`config.mk`:
```
export PLATFORM = sky130hd
export DESIGN_NAME = edge_event_reporter
export DESIGN_NICKNAME = d
export VERILOG_FILES = /design/src/rtl/edge_event_reporter.sv
export SDC_FILE = /design/constraint.sdc
export NUM_CORES = 1
export LEC_CHECK = 0
export BUFFER_PORTS_ARGS = -buffer_cell sky130_fd_sc_hd__buf_2
export CAP_MARGIN = 20
export CORE_UTILIZATION = 45
export CTS_CLUSTER_DIAMETER = 120
export CTS_CLUSTER_SIZE = 8
export DETAILED_ROUTE_END_ITERATION = 16
export GPL_TIMING_DRIVEN = 0
export SLEW_MARGIN = 0
export SYNTH_ARGS = -nofsm -noshare
export SYNTH_HDL_FRONTEND = slang
export SYNTH_SLANG_ARGS = --single-unit
```
`constraint.sdc`:
```
create_clock -name clk -period 3 [get_ports clk]
set_clock_uncertainty 0.15 [all_clocks]
set_input_delay 0.15 -clock clk [delete_from_list [all_inputs] [get_ports clk]]
set_output_delay 0.15 -clock clk [all_outputs]
set_load 0.1 [all_outputs]
```
`src/rtl/edge_event_reporter.sv`:
```
// Edge event reporter.
// Synchronises an asynchronous 1-bit input, detects rising and falling edges,
// time-stamps each edge with a free-running counter and queues the events in
// a small FIFO. Events are drained over a valid/ready stream. Edges that
// find the FIFO full are dropped and counted.
module edge_event_reporter #(
    parameter int unsigned SYNC_STAGES = 2,
    parameter int unsigned TS_W        = 8,
    parameter int unsigned DEPTH       = 4,
    parameter int unsigned DROP_W      = 4
) (
    input  logic              clk,
    input  logic              rst,
    input  logic              sigIn,
    input  logic              enable,
    input  logic              clrOvf,
    output logic              evtValid,
    input  logic              evtReady,
    output logic [TS_W:0]     evtData,
    output logic              overflow,
    output logic [DROP_W-1:0] dropCnt
);

    localparam int unsigned AW = (DEPTH > 1) ? $clog2(DEPTH) : 1;
    localparam int unsigned PW = AW + 1;
    localparam int unsigned DW = TS_W + 1;

    // Synchroniser, edge history and timestamp
    logic [SYNC_STAGES-1:0] sync_q, sync_d;
    logic                   prev_q, prev_d;
    logic [TS_W-1:0]        ts_q, ts_d;

    // Event FIFO storage and pointers (extra MSB distinguishes full from empty)
    logic [DW-1:0]          mem_q [DEPTH];
    logic [PW-1:0]          wr_ptr_q, wr_ptr_d;
    logic [PW-1:0]          rd_ptr_q, rd_ptr_d;

    // Registered stream outputs and drop bookkeeping
    logic                   evt_valid_q, evt_valid_d;
    logic [DW-1:0]          evt_data_q, evt_data_d;
    logic                   overflow_q, overflow_d;
    logic [DROP_W-1:0]      drop_cnt_q, drop_cnt_d;

    // Per-cycle control decisions
    logic                   sync_s;
    logic                   edge_det;
    logic                   fifo_full;
    logic                   pop;
    logic                   push;
    logic                   drop;
    logic [DW-1:0]          push_data;

    assign sync_s = sync_q[SYNC_STAGES-1];

    // Front end: shift the synchroniser, remember last synchronised level, advance timestamp
    always_comb begin
        sync_d = {sync_q[SYNC_STAGES-2:0], sigIn};
        prev_d = sync_s;
        ts_d   = ts_q + TS_W'(1);
    end

    // Edge detection and FIFO push/pop/drop decisions
    always_comb begin
        edge_det  = (sync_s != prev_q);
        fifo_full = (wr_ptr_q[AW] != rd_ptr_q[AW]) &&
                    (wr_ptr_q[AW-1:0] == rd_ptr_q[AW-1:0]);
        pop       = evt_valid_q && evtReady;
        push      = edge_det && enable && (!fifo_full || pop);
        drop      = edge_det && enable && fifo_full && !pop;
        push_data = {sync_s, ts_q};
    end

    // Pointer update and next head-of-queue presentation
    always_comb begin
        wr_ptr_d    = wr_ptr_q + PW'(push);
        rd_ptr_d    = rd_ptr_q + PW'(pop);
        evt_valid_d = (wr_ptr_d != rd_ptr_d);
        evt_data_d  = evt_data_q;
        if (evt_valid_d) begin
            // A push into the slot that becomes head is only possible when
            // the queue ends up holding just that one entry.
            if (push && (wr_ptr_q[AW-1:0] == rd_ptr_d[AW-1:0])) begin
                evt_data_d = push_data;
            end else begin
                evt_data_d = mem_q[rd_ptr_d[AW-1:0]];
            end
        end
    end

    // Overflow flag and saturating drop counter; a drop beats a same-cycle clear
    always_comb begin
        overflow_d = overflow_q;
        drop_cnt_d = drop_cnt_q;
        if (drop) begin
            overflow_d = 1'b1;
            if (clrOvf) begin
                drop_cnt_d = DROP_W'(1);
            end else if (drop_cnt_q != {DROP_W{1'b1}}) begin
                drop_cnt_d = drop_cnt_q + DROP_W'(1);
            end
        end else if (clrOvf) begin
            overflow_d = 1'b0;
            drop_cnt_d = '0;
        end
    end

    // State registers with synchronous reset
    always_ff @(posedge clk) begin
        if (rst) begin
            sync_q      <= '0;
            prev_q      <= 1'b0;
            ts_q        <= '0;
            wr_ptr_q    <= '0;
            rd_ptr_q    <= '0;
            evt_valid_q <= 1'b0;
            evt_data_q  <= '0;
            overflow_q  <= 1'b0;
            drop_cnt_q  <= '0;
        end else begin
            sync_q      <= sync_d;
            prev_q      <= prev_d;
            ts_q        <= ts_d;
            wr_ptr_q    <= wr_ptr_d;
            rd_ptr_q    <= rd_ptr_d;
            evt_valid_q <= evt_valid_d;
            evt_data_q  <= evt_data_d;
            overflow_q  <= overflow_d;
            drop_cnt_q  <= drop_cnt_d;
        end
    end

    // FIFO storage write; contents need no reset since the pointers gate reads
    always_ff @(posedge clk) begin
        if (!rst && push) begin
            mem_q[wr_ptr_q[AW-1:0]] <= push_data;
        end
    end

    assign evtValid = evt_valid_q;
    assign evtData  = evt_data_q;
    assign overflow = overflow_q;
    assign dropCnt  = drop_cnt_q;

endmodule
```
Word level (Yosys, flattened, before mapping)
Memories as Yosys holds them, arrays and structs flattened. A register that Yosys moved wholly into a read port is not among the register bits.
Cells that the tools add are included.
{ "totals": {"regBits": 23, "ramBits": 36, "word_cells": 40, "mem_count": 1} }
{ "classes": {"add_sub_neg": 4, "eq_ne": 5, "muxes": 8, "reduce_logical": 14} }
{ "memory_table": {"columns": ["name", "depth", "width", "read_ports", "rd_clocked_by_memory_dff", "wr", "line", "text"], "rows": [
  ["mem_q", 4, 9, 1, 1, 1, "34", "logic [DW-1:0] mem_q [DEPTH];"]
]} }
{ "op_table": {"columns": ["op", "n"], "rows": [
  ["4-bit two-way mux", 4],
  ["8-bit by 1-bit adder with 8-bit output (second input constant)", 1],
  ["1-bit logical AND", 7],
  ["3-bit by 1-bit adder with 3-bit output", 2],
  ["4-bit by 1-bit adder with 4-bit output (second input constant)", 1],
  ["1-bit two-way mux", 4],
  ["4-bit inequality test (second input constant)", 1],
  ["2-bit nonzero test", 2],
  ["1-bit logical NOT", 3],
  ["3-bit inequality test", 1],
  ["2-bit == test", 1],
  ["1-bit inequality test", 2],
  ["2-bit AND reduction", 1],
  ["1-bit logical OR", 1]
]} }

Longest topological paths before layout
Gate-level depths: netlist of run 1.
{ "depth": {"depth_word": 8, "depth_mapped": 11} }

Worst setup path before layout of run 1
No wires, ideal clock.
{ "synth_timing": {"kind": "register -> register", "startpoint": "register evt_valid_q, in the netlist evtValid", "endpoint": "register evt_data_q[0], in the netlist evtData[0] (read register of mem_q)", "setup_ns": 0.125, "arrival_ns": 2.774, "required_time_ns": 2.725, "path_slack_ns": -0.050, "stages_incl_launch_ff": 12, "path_buffers": 2, "synth_period_minus_slack_ns": 3.050, "path_cell_list": "dfxtp_1 nand2_1 and4_4 buf_6 nor2_1 ha_1 ha_1 xor2_1 or2_2 buf_1 o31ai_1 a31oi_1"} }
{ "synth_between": {"elab_chain_len": 5, "elab_cells_between_ends": 6, "cone_classes": "2 x add/sub; 1 x eq/ne; 3 x reduce/logical"} }
{ "synth_rtl": {"columns": ["element", "line", "text"], "rows": [
  ["from (decl)", "39", "logic evt_valid_q, evt_valid_d;"],
  ["from (signal assigned)", "125", "evt_valid_q <= evt_valid_d;"],
  ["1-bit logical AND", "67", "pop = evt_valid_q && evtReady;"],
  ["1-bit logical OR", "68", "push = edge_det && enable && (!fifo_full || pop);"],
  ["1-bit logical AND", "68", null],
  ["3-bit by 1-bit adder with 3-bit output", "75", "wr_ptr_d = wr_ptr_q + PW'(push);"],
  ["via wr_ptr_d[1]", "35", "logic [PW-1:0] wr_ptr_q, wr_ptr_d;"],
  ["3-bit inequality test", "77", "evt_valid_d = (wr_ptr_d != rd_ptr_d);"],
  ["to (decl)", "40", "logic [DW-1:0] evt_data_q, evt_data_d;"]
]} }
The timed path passes the listed nets, and every way through them passes these cells.
A chain may end at the register's enable or synchronous reset.

Worst setup path after layout of run 1
{ "layout_timing": {"startpoint": "register wr_ptr_q[2]", "endpoint": "register evt_data_q[8], in the netlist evtData[8] (read register of mem_q)"} }
{ "layout_between": {"elab_chain_len": 7} }
{ "layout_rtl": {"columns": ["element", "line", "text"], "rows": [
  ["from (decl)", "35", null],
  ["from (signal assigned)", "123", "wr_ptr_q <= wr_ptr_d;"],
  ["1-bit inequality test", "65", "fifo_full = (wr_ptr_q[AW] != rd_ptr_q[AW]) &&"],
  ["1-bit logical AND", "65", null],
  ["1-bit logical NOT", "68", null],
  ["1-bit logical OR", "68", null],
  ["1-bit logical AND", "68", null],
  ["3-bit by 1-bit adder with 3-bit output *", "75", null],
  ["3-bit inequality test *", "77", null]
]} }
Every way passes the cells marked *; elsewhere a longest branch is shown, timed or not.

==> results.sh, run 1 <==
export IMPL_cp_required_ns=3.12
export IMPL_gp_congestion=0.767
export IMPL_async_flop_share_pct=0
export IMPL_wirelength_um=6040
export IMPL_ant_nets=0
export IMPL_hp_class="in2reg"
export IMPL_synth_edff_count=36
export IMPL_cts_buffers=9
export IMPL_fin_crit_ns=2.79
export IMPL_syn_num_nets=229
export IMPL_swShare_pct=28.7
export IMPL_pwr_share_clk_pct=34.9
export IMPL_pwr_share_seq_pct=49.8
export IMPL_cts_num_sinks=68
export IMPL_synthCells=217
export IMPL_avgSynthCellArea_sq_um=13.4
export IMPL_power_leakage_nw=1.20
export IMPL_drcViolationCount=0
export IMPL_grtUsageTotal_pct=20.2
export IMPL_startpoint_type="register"
export IMPL_yosysUniqueCellTypes=38
export IMPL_vdd_drop_max_mv=0.357
export IMPL_ctsLongestPathBuffers=2
export IMPL_fp_dieH_um=82.3
export IMPL_rows=28
export IMPL_postCtsSetupRepairBufs=0
export IMPL_use_met1_pct=28.2
export IMPL_reg2regPathDepth=10
export IMPL_grt_use_met2_pct=29.8
export IMPL_crit_path_end_kind="register"
export IMPL_drv_cap=0
export IMPL_status="completed"
export IMPL_tightest_slew_ns=0.966
export IMPL_relSlewSlack_pct=35.3
export IMPL_period_share_pct=93.0
export IMPL_yosysWarnings=0
export IMPL_fin_cells=330
export IMPL_arrival_ns=2.91
export IMPL_whs_ns=0.0273
export IMPL_cts_root_buf="clkbuf_8"
export IMPL_cts_max_level=3
export IMPL_intPower_mw=1.47
export IMPL_wire_per_inst_um=18.3
export IMPL_core_sq_um=6060
export IMPL_cts_tree="built"
export IMPL_diodes=0
export IMPL_drive_gt1_share_pct=25.5
export IMPL_grt_pass1_wl_um=9440
export IMPL_yosys_register_bits=68
export IMPL_grt_pass1_vias=1775
export IMPL_dpl_cell_count=313
export IMPL_area_growth_pct=16.1
export IMPL_switchingPower_mw=0.593
export IMPL_grt_max_degree=13
export IMPL_finalMaxSlewViolations=0
export IMPL_fmax_mhz=358
export IMPL_vias_per_cell=5.61
export IMPL_first_iter_violations=128
export IMPL_vias=1851
export IMPL_path_class="reg2reg"
export IMPL_antenna_found_initial=0
export IMPL_dpl_hpwl_um=3940
export IMPL_hold_viol=0
export IMPL_final_core_util_pct=55.6
export IMPL_start_util_pct=47.9
export IMPL_rsz0062_at_grt="false"
export IMPL_firstDrtPassIters=4
export IMPL_die_w_um=82.3
export IMPL_setup_viol=0
export IMPL_cts_clk_slew_worst_paths_ns=0.07
export IMPL_syn_cell_area_sq_um=2900
export IMPL_top_level_ports=21
export IMPL_final_nets=262
export IMPL_powerDensity_nw_per_um2=613
export IMPL_share_comb_of_total_power_pct=15.3
export IMPL_ys_seq_area_share_pct=59.4
export IMPL_grt_overflow=0
export IMPL_numPortBuffers=20
export IMPL_synth_flop_cell="edfxtp_1"
export IMPL_globalRouteMet3Util_pct=5.60
export IMPL_cp_max_fo=10
export IMPL_die_area_sq_um=6770
export IMPL_clock_latency_ns=0.34
export IMPL_grt_busiest_layer="met2"
export IMPL_hold_path_depth=4
==> sequential cells by signal (all words and copies together) (netlist names) <==
name,flops
evtData,9
prev_q,1
overflow,1
rd_ptr_q,3
evtValid,1
dropCnt,4
wr_ptr_q,3
sync_q,2
ts_q,8
mem_q,36
==> timing repair <==
item | 4_1_cts | 5_1_grt
gates resized for setup | 2 | 7
endpoints found under the hold margin | 6 | 0
pin swaps | 1 | 0
endpoints found under the setup margin | 9 | 10
hold buffers | 2 | 0
==> critical path: stages (launching register included) <==
cell and delay (ns):
dfxtp_1 0.39, xor2_1 0.22, and4_4 0.31, buf_6 0.16, nor2_1 0.06, ha_1 0.18, ha_1 0.21, xnor2_2 0.21
xnor2_2 0.50, nand4_1 0.17, a31oi_1 0.15
==> power by group through the flow <==
stage	Sequential [mW]	Combinational [mW]	Clock, mW
2_1_floorplan	1.16	0.135	0
3_3_place_gp	1.05	0.310	0
3_5_place_dp	1.05	0.311	0
4_1_cts	1.03	0.314	0.737
5_1_grt	1.03	0.340	0.777
6_report	1.03	0.316	0.721
==> cell type report <==
class	instances	area, sq um
timing repair buffer	23	131
clock buffer	9	124
clock inverter	7	67.6
multi-input combinational	137	1170
inverter	2	7.51
fill	503	2690
tap	75	93.8
buffer	9	51.3
sequential	68	1730
==> Yosys cell counts, types with 3 or more instances <==
master	instances	area share (%)
ha_1	6	2.6
edfxtp_1	36	37
dfxtp_1	32	22
o21ai_1	9	1.6
a31oi_1	10	2.2
nand3_1	8	1.4
nand2_1	3	0.39
xor2_1	8	2.4
o21ai_0	4	0.69
or3b_1	9	2.7
xnor2_1	9	2.7
nor2b_1	9	1.9
nand4_1	10	2.2
mux4_2	9	7.0
buf_1	3	0.39
nor2_1	12	1.6
o31ai_1	10	2.6
clkbuf_1	3	0.39
==> routing by layer <==
metal | vias to the layer above | share of wire [%]
li1 | 908 | -
met1 | 901 | 46
met2 | 36 | 48
met3 | 6 | 4.5
met4 | 0 | 1.1
met5 | - | 0
==> worst paths after layout <==
path / startpoint / to / slack [ns]
max reg2reg: wr_ptr_q[2] / evtData[8] / 0.21
min reg2reg: sync_q[0] / sync_q[1] / 0.29
min: rst / dropCnt[0] / 0.03
max: wr_ptr_q[2] / evtData[8] / 0.21
==> placed cells by master, fill, tap and decap left out, types with 3 or more instances in the layout <==
cell and count:
edfxtp_1 36, dfxtp_1 29, buf_2 22, nor2_1 11, nand4_1 10, a31oi_1 10, nor2b_1 9, mux4_2 9
o21ai_1 9, or3b_1 9, clkbuf_8 9, o31ai_1 8, nand3_1 8, xnor2_1 7, xor2_1 7, ha_1 6
o21ai_0 4, nand2_1 3, buf_6 3, clkbuf_1 3, dfxtp_2 3
==> cells by family after synthesis <==
logic type	after synthesis	share of synthesized area (%)
AO/OA/AOI/OAI	39	8.54
XOR/XNOR	18	5.69
adder cells (fa/ha/maj)	6	2.59
buffers and inverters	12	2.16
flip-flops	68	59.4
multiplexers	9	6.99
AND/OR/NAND/NOR	65	14.7
==> per-stage QoR <==
stage / cell area (sq um) / setup WS, ns / TNS (ns) / total power, mW
finish: 3370 / 0.211 / 0 / 2.06
detailed placement: 3110 / -0.0505 / -0.324 / 1.36
CTS: 3340 / 0.0224 / 0 / 2.08
global placement: 3100 / -0.260 / -2.33 / 1.36
floorplan: 2900 / 0.293 / 0 / 1.30
global route: 3370 / 0.0220 / 0 / 2.15
(Power assumes the default switching activity.)
==> run 2, diff against run 1 <==
--- a/config.mk
+++ b/config.mk
@@ -7,6 +7,7 @@
 export LEC_CHECK = 0
 export BUFFER_PORTS_ARGS = -buffer_cell sky130_fd_sc_hd__buf_2
 export CAP_MARGIN = 20
+export CORE_MARGIN = 3
 export CORE_UTILIZATION = 45
 export CTS_CLUSTER_DIAMETER = 120
 export CTS_CLUSTER_SIZE = 8
==> results.sh, run 2 (synthesized netlist as in run 1, its figures left out) <==
export IMPL_status="completed"
export IMPL_finalMaxSlewViolations=0
export IMPL_dpl_hpwl_um=3900
export IMPL_rows=28
export IMPL_whs_ns=0.0216
export IMPL_first_iter_violations=133
export IMPL_cp_required_ns=3.08
export IMPL_wire_per_inst_um=18.1
export IMPL_path_class="reg2reg"
export IMPL_period_share_pct=91.7
export IMPL_largest_reg_flops=36
export IMPL_tightest_slew_ns=0.917
export IMPL_critPathTopFamily="XOR/XNOR gates"
export IMPL_placed_area_sq_um=3100
export IMPL_relSlewSlack_pct=38.5
export IMPL_grt_max_degree=12
export IMPL_layout_commonest_cell="edfxtp_1"
export IMPL_fin_crit_ns=2.75
export IMPL_antenna_found_initial=0
export IMPL_slowest_stage="dfxtp_2"
export IMPL_numPortBuffers=20
export IMPL_wirelength_um=5960
export IMPL_crit_path_end_kind="register"
export IMPL_cts_num_sinks=68
export IMPL_cts_clk_slew_worst_paths_ns=0.07
export IMPL_diodes=0
export IMPL_top_level_ports=21
export IMPL_final_cell_area_sq_um=3350
export IMPL_rrSetupSlack_ns=0.25
export IMPL_grt_pass1_wl_um=9630
export IMPL_drive_gt1_share_pct=25.1
export IMPL_vias=1848
export IMPL_drcViolationCount=0
export IMPL_cts_root_buf="clkbuf_8"
export IMPL_fmax_mhz=364
export IMPL_powerDensity_nw_per_um2=624
export IMPL_path_buf_inv=2
export IMPL_ant_nets=0
export IMPL_cts_buffers=9
export IMPL_die_w_um=86.3
export IMPL_grtUsageTotal_pct=18.0
export IMPL_drv_cap=0
export IMPL_clock_latency_ns=0.35
export IMPL_startpoint_type="register"
export IMPL_vdd_drop_max_mv=0.304
export IMPL_final_core_util_pct=55.0
export IMPL_grt_overflow=0
export IMPL_rsz0062_at_grt="false"
export IMPL_die_area_sq_um=7440
export IMPL_gp_congestion=0.808
export IMPL_power_leakage_nw=1.20
export IMPL_final_cell_mix="edfxtp_1 (36), dfxtp_1 (29), buf_2 (22)"
export IMPL_hp_class="in2reg"
export IMPL_vias_per_cell=5.60
export IMPL_setup_viol=0
export IMPL_hold_viol=0
export IMPL_grt_pass1_vias=1757
export IMPL_total_power_mw=2.09
export IMPL_crit_chain="xnor2_1, and4_4, buf_6, nor2_1, ha_1, ha_1, xnor2_1, xor2_2, buf_4, o31ai_1, a31oi_1"
export IMPL_ctsLongestPathBuffers=2
export IMPL_core_sq_um=6100
export IMPL_start_util_pct=47.6
export IMPL_cp_max_fo=10
export IMPL_cts_tree="built"
export IMPL_firstDrtPassIters=4
export IMPL_fp_dieH_um=86.3
export IMPL_final_nets=262
export IMPL_cts_max_level=3
export IMPL_arrival_ns=2.83
export IMPL_area_growth_pct=15.6
export IMPL_cpPeakStageDelay_ns=0.42
## run 2: cell count changes in the layout (fill, tap and decap cells not counted), sizes merged
cell	change
clkbuf	+3
clkinvlp	+1
clkinv	-4
## run 2: routing by layer
layer  track usage [%]  share of wire [%]
met3              3.99                3.6
met5                 0                  0
met1              25.1                 46
met2              25.6                 47
met4              10.8                3.3
## run 2: path summary, 6_finish.rpt
check,end,from,cells after the start
min,dropCnt[2],rst,3
max reg2reg,evtData[1],wr_ptr_q[1],11
min reg2reg,sync_q[1],sync_q[0],1
max,evtData[1],wr_ptr_q[1],11
## run 2: stage by stage
step	setup TNS [ns]	std cells	setup slack (ns)
final	0	330	0.250
after global routing	0	330	0.0554
after CTS	0	330	0.0319
after detailed placement	-0.234	312	-0.0476
after global placement	-1.63	312	-0.180
after floorplan	0	217	0.293
## run 2: area by class of cell
cell class	instances	area [sq um]
Tap cell	75	93.8
Fill cell	544	2740
Multi-Input combinational cell	137	1150
Clock inverter	4	48.8
Clock buffer	12	145
Buffer	9	51.3
Timing Repair Buffer	23	128
Inverter	2	7.51
Sequential cell	68	1730
## run 2: worst reg2reg max path, cell delays in order, from the launching register on
cell and delay, ns:
dfxtp_2 0.42, xnor2_1 0.16, and4_4 0.29, buf_6 0.15, nor2_1 0.06, ha_1 0.18
ha_1 0.19, xnor2_1 0.41, xor2_2 0.11, buf_4 0.20, o31ai_1 0.26, a31oi_1 0.06
## run 2: what timing repair did
action | CTS | global route
endpoints found under the setup margin | 9 | 10
hold endpoints to repair | 6 | 0
hold buffers | 2 | 0
resized for setup | 2 | 6
buffers inserted | 0 | 1
pin swaps | 0 | 1
## run 2: where the power goes
part           internal, mW  switching [mW]  leakage (nW)  total [mW]
sequential             1.00          0.0262         0.594        1.03
combinational        0.0903           0.227         0.512       0.317
clock                 0.404           0.342        0.0903       0.746
total                  1.50           0.595          1.20        2.09
==> run 3, diff against run 2 <==
--- a/config.mk
+++ b/config.mk
@@ -13,6 +13,8 @@
 export CTS_CLUSTER_SIZE = 8
 export DETAILED_ROUTE_END_ITERATION = 16
 export GPL_TIMING_DRIVEN = 0
+export RECOVER_POWER = 100
+export SETUP_SLACK_MARGIN = 0.1
 export SLEW_MARGIN = 0
 export SYNTH_ARGS = -nofsm -noshare
 export SYNTH_HDL_FRONTEND = slang
==> results.sh, run 3 (synthesized netlist as in run 1, its figures left out) <==
export IMPL_drive_gt1_share_pct=17.6
export IMPL_largest_reg_flops=36
export IMPL_cts_root_buf="clkbuf_8"
export IMPL_dp_slack_ns=-0.0476
export IMPL_cpPeakStageDelay_ns=0.40
export IMPL_top_level_ports=21
export IMPL_firstDrtPassIters=4
export IMPL_start_util_pct=47.6
export IMPL_arrival_ns=2.83
export IMPL_powerDensity_nw_per_um2=626
export IMPL_cp_max_fo=10
export IMPL_wirelength_um=5990
export IMPL_fillers=555
export IMPL_ctsLongestPathBuffers=2
export IMPL_power_leakage_nw=1.12
export IMPL_fmax_mhz=370
export IMPL_setup_viol=0
export IMPL_cts_tree="built"
export IMPL_hold_viol=0
export IMPL_drv_cap=0
export IMPL_fp_dieH_um=86.3
export IMPL_vias=1844
export IMPL_grt_pass1_vias=1757
export IMPL_grt_overflow=0
export IMPL_gp_congestion=0.808
export IMPL_antenna_found_initial=0
export IMPL_vdd_drop_max_mv=0.319
export IMPL_final_nets=262
export IMPL_period_share_pct=90.1
export IMPL_die_area_sq_um=7440
export IMPL_path_buf_inv=1
export IMPL_startpoint_type="register"
export IMPL_rows=28
export IMPL_final_core_util_pct=54.7
export IMPL_layout_commonest_cell="edfxtp_1"
export IMPL_wire_per_inst_um=18.2
export IMPL_grt_pass1_wl_um=9630
export IMPL_cts_max_level=3
export IMPL_cts_clk_slew_worst_paths_ns=0.07
export IMPL_diodes=0
export IMPL_ant_nets=0
export IMPL_grtUsageTotal_pct=18.0
export IMPL_crit_path_end_kind="register"
export IMPL_clock_latency_ns=0.35
export IMPL_crit_chain="xor2_1, and4_4, buf_6, nor2_1, ha_1, ha_1, xor2_1, nor2_2, nand4_1, a31oi_1"
export IMPL_cts_buffers=9
export IMPL_core_sq_um=6100
export IMPL_grt_max_degree=12
export IMPL_final_cell_area_sq_um=3330
export IMPL_status="completed"
export IMPL_first_iter_violations=152
export IMPL_vias_per_cell=5.59
export IMPL_cts_num_sinks=68
export IMPL_placed_area_sq_um=3100
export IMPL_critPathTopFamily="simple AND/OR/NAND/NOR gates"
export IMPL_rsz0062_at_grt="true"
export IMPL_dpl_hpwl_um=3900
export IMPL_finalWorstSetupSlack_ns=0.297
export IMPL_fin_crit_ns=2.70
export IMPL_path_class="reg2reg"
export IMPL_hp_class="in2reg"
export IMPL_numPortBuffers=20
export IMPL_final_cell_mix="edfxtp_1 (36), dfxtp_1 (30), clkbuf_1 (25)"
export IMPL_tightest_slew_ns=1.17
export IMPL_die_w_um=86.3
export IMPL_cp_required_ns=3.13
export IMPL_finalMaxSlewViolations=0
export IMPL_slowest_stage="dfxtp_1"
export IMPL_area_growth_pct=15.0
export IMPL_drcViolationCount=0
export IMPL_relSlewSlack_pct=22.2
## run 3: changes by cell type in the layout (fill, tap and decap cells not counted), sizes merged
cell,change
clkbuf,+20
buf,-20
## run 3: repair_timing
item / 4_1_cts / 5_1_grt
hold endpoints to repair: 6 / 0
setup endpoints to repair: 10 / 10
buffers inserted: 0 / 1
pin swaps: 1 / 0
hold buffers: 2 / 0
gates resized for setup: 4 / 6
## run 3: layout make-up
cell class | count | area (sq um) | area share [%]
well taps | 75 | 93.8 | 2.81
repair buffers | 23 | 108 | 3.23
multi-input cells | 137 | 1160 | 34.7
flip-flops and latches | 68 | 1720 | 51.7
clock inverters | 4 | 48.8 | 1.46
clock buffers | 12 | 145 | 4.35
plain buffers | 9 | 48.8 | 1.46
inverters | 2 | 7.51 | 0.225
## run 3: worst register-to-register path: cells and delay by family, from the launching register on
kind	cells	cell delay [ns]
flip-flops	1	0.40
XOR/XNOR	2	0.39
adder cells (fa/ha/maj)	2	0.47
AO/OA/AOI/OAI	1	0.15
AND/OR/NAND/NOR	4	0.93
buffers and inverters	1	0.15
## run 3: where the power goes
part	switching [mW]	internal (mW)
sequential	0.0268	1.00
clock	0.340	0.404
combinational	0.229	0.0868
## run 3: worst paths after layout
path | depth (start not counted) | from | slack, ns | end
worst max-delay path | 10 | wr_ptr_q[2] | 0.30 | evtData[0]
worst min-delay path | 3 | enable | 0.03 | overflow
worst max register to register | 10 | wr_ptr_q[2] | 0.30 | evtData[0]
worst min register to register | 1 | sync_q[0] | 0.29 | sync_q[1]
## run 3: layer usage
metal | global-route usage, % | share of wire, % | wire [um]
met5 | 0 | 0 | 0
met4 | 10.8 | 3.5 | 212
met3 | 3.99 | 4.0 | 238
met2 | 25.6 | 46 | 2770
met1 | 25.1 | 46 | 2770
## run 3: metrics by stage
step                setup TNS [ns]  hold slack (ns)  power, mW  instances
finish                           0           0.0252       2.09        330
global route                     0           0.0263       2.17        330
CTS                              0          0.00346       2.10        330
detailed placement          -0.234            0.219       1.36        312
global placement             -1.63            0.210       1.36        312
floorplan                        0            0.128       1.30        217
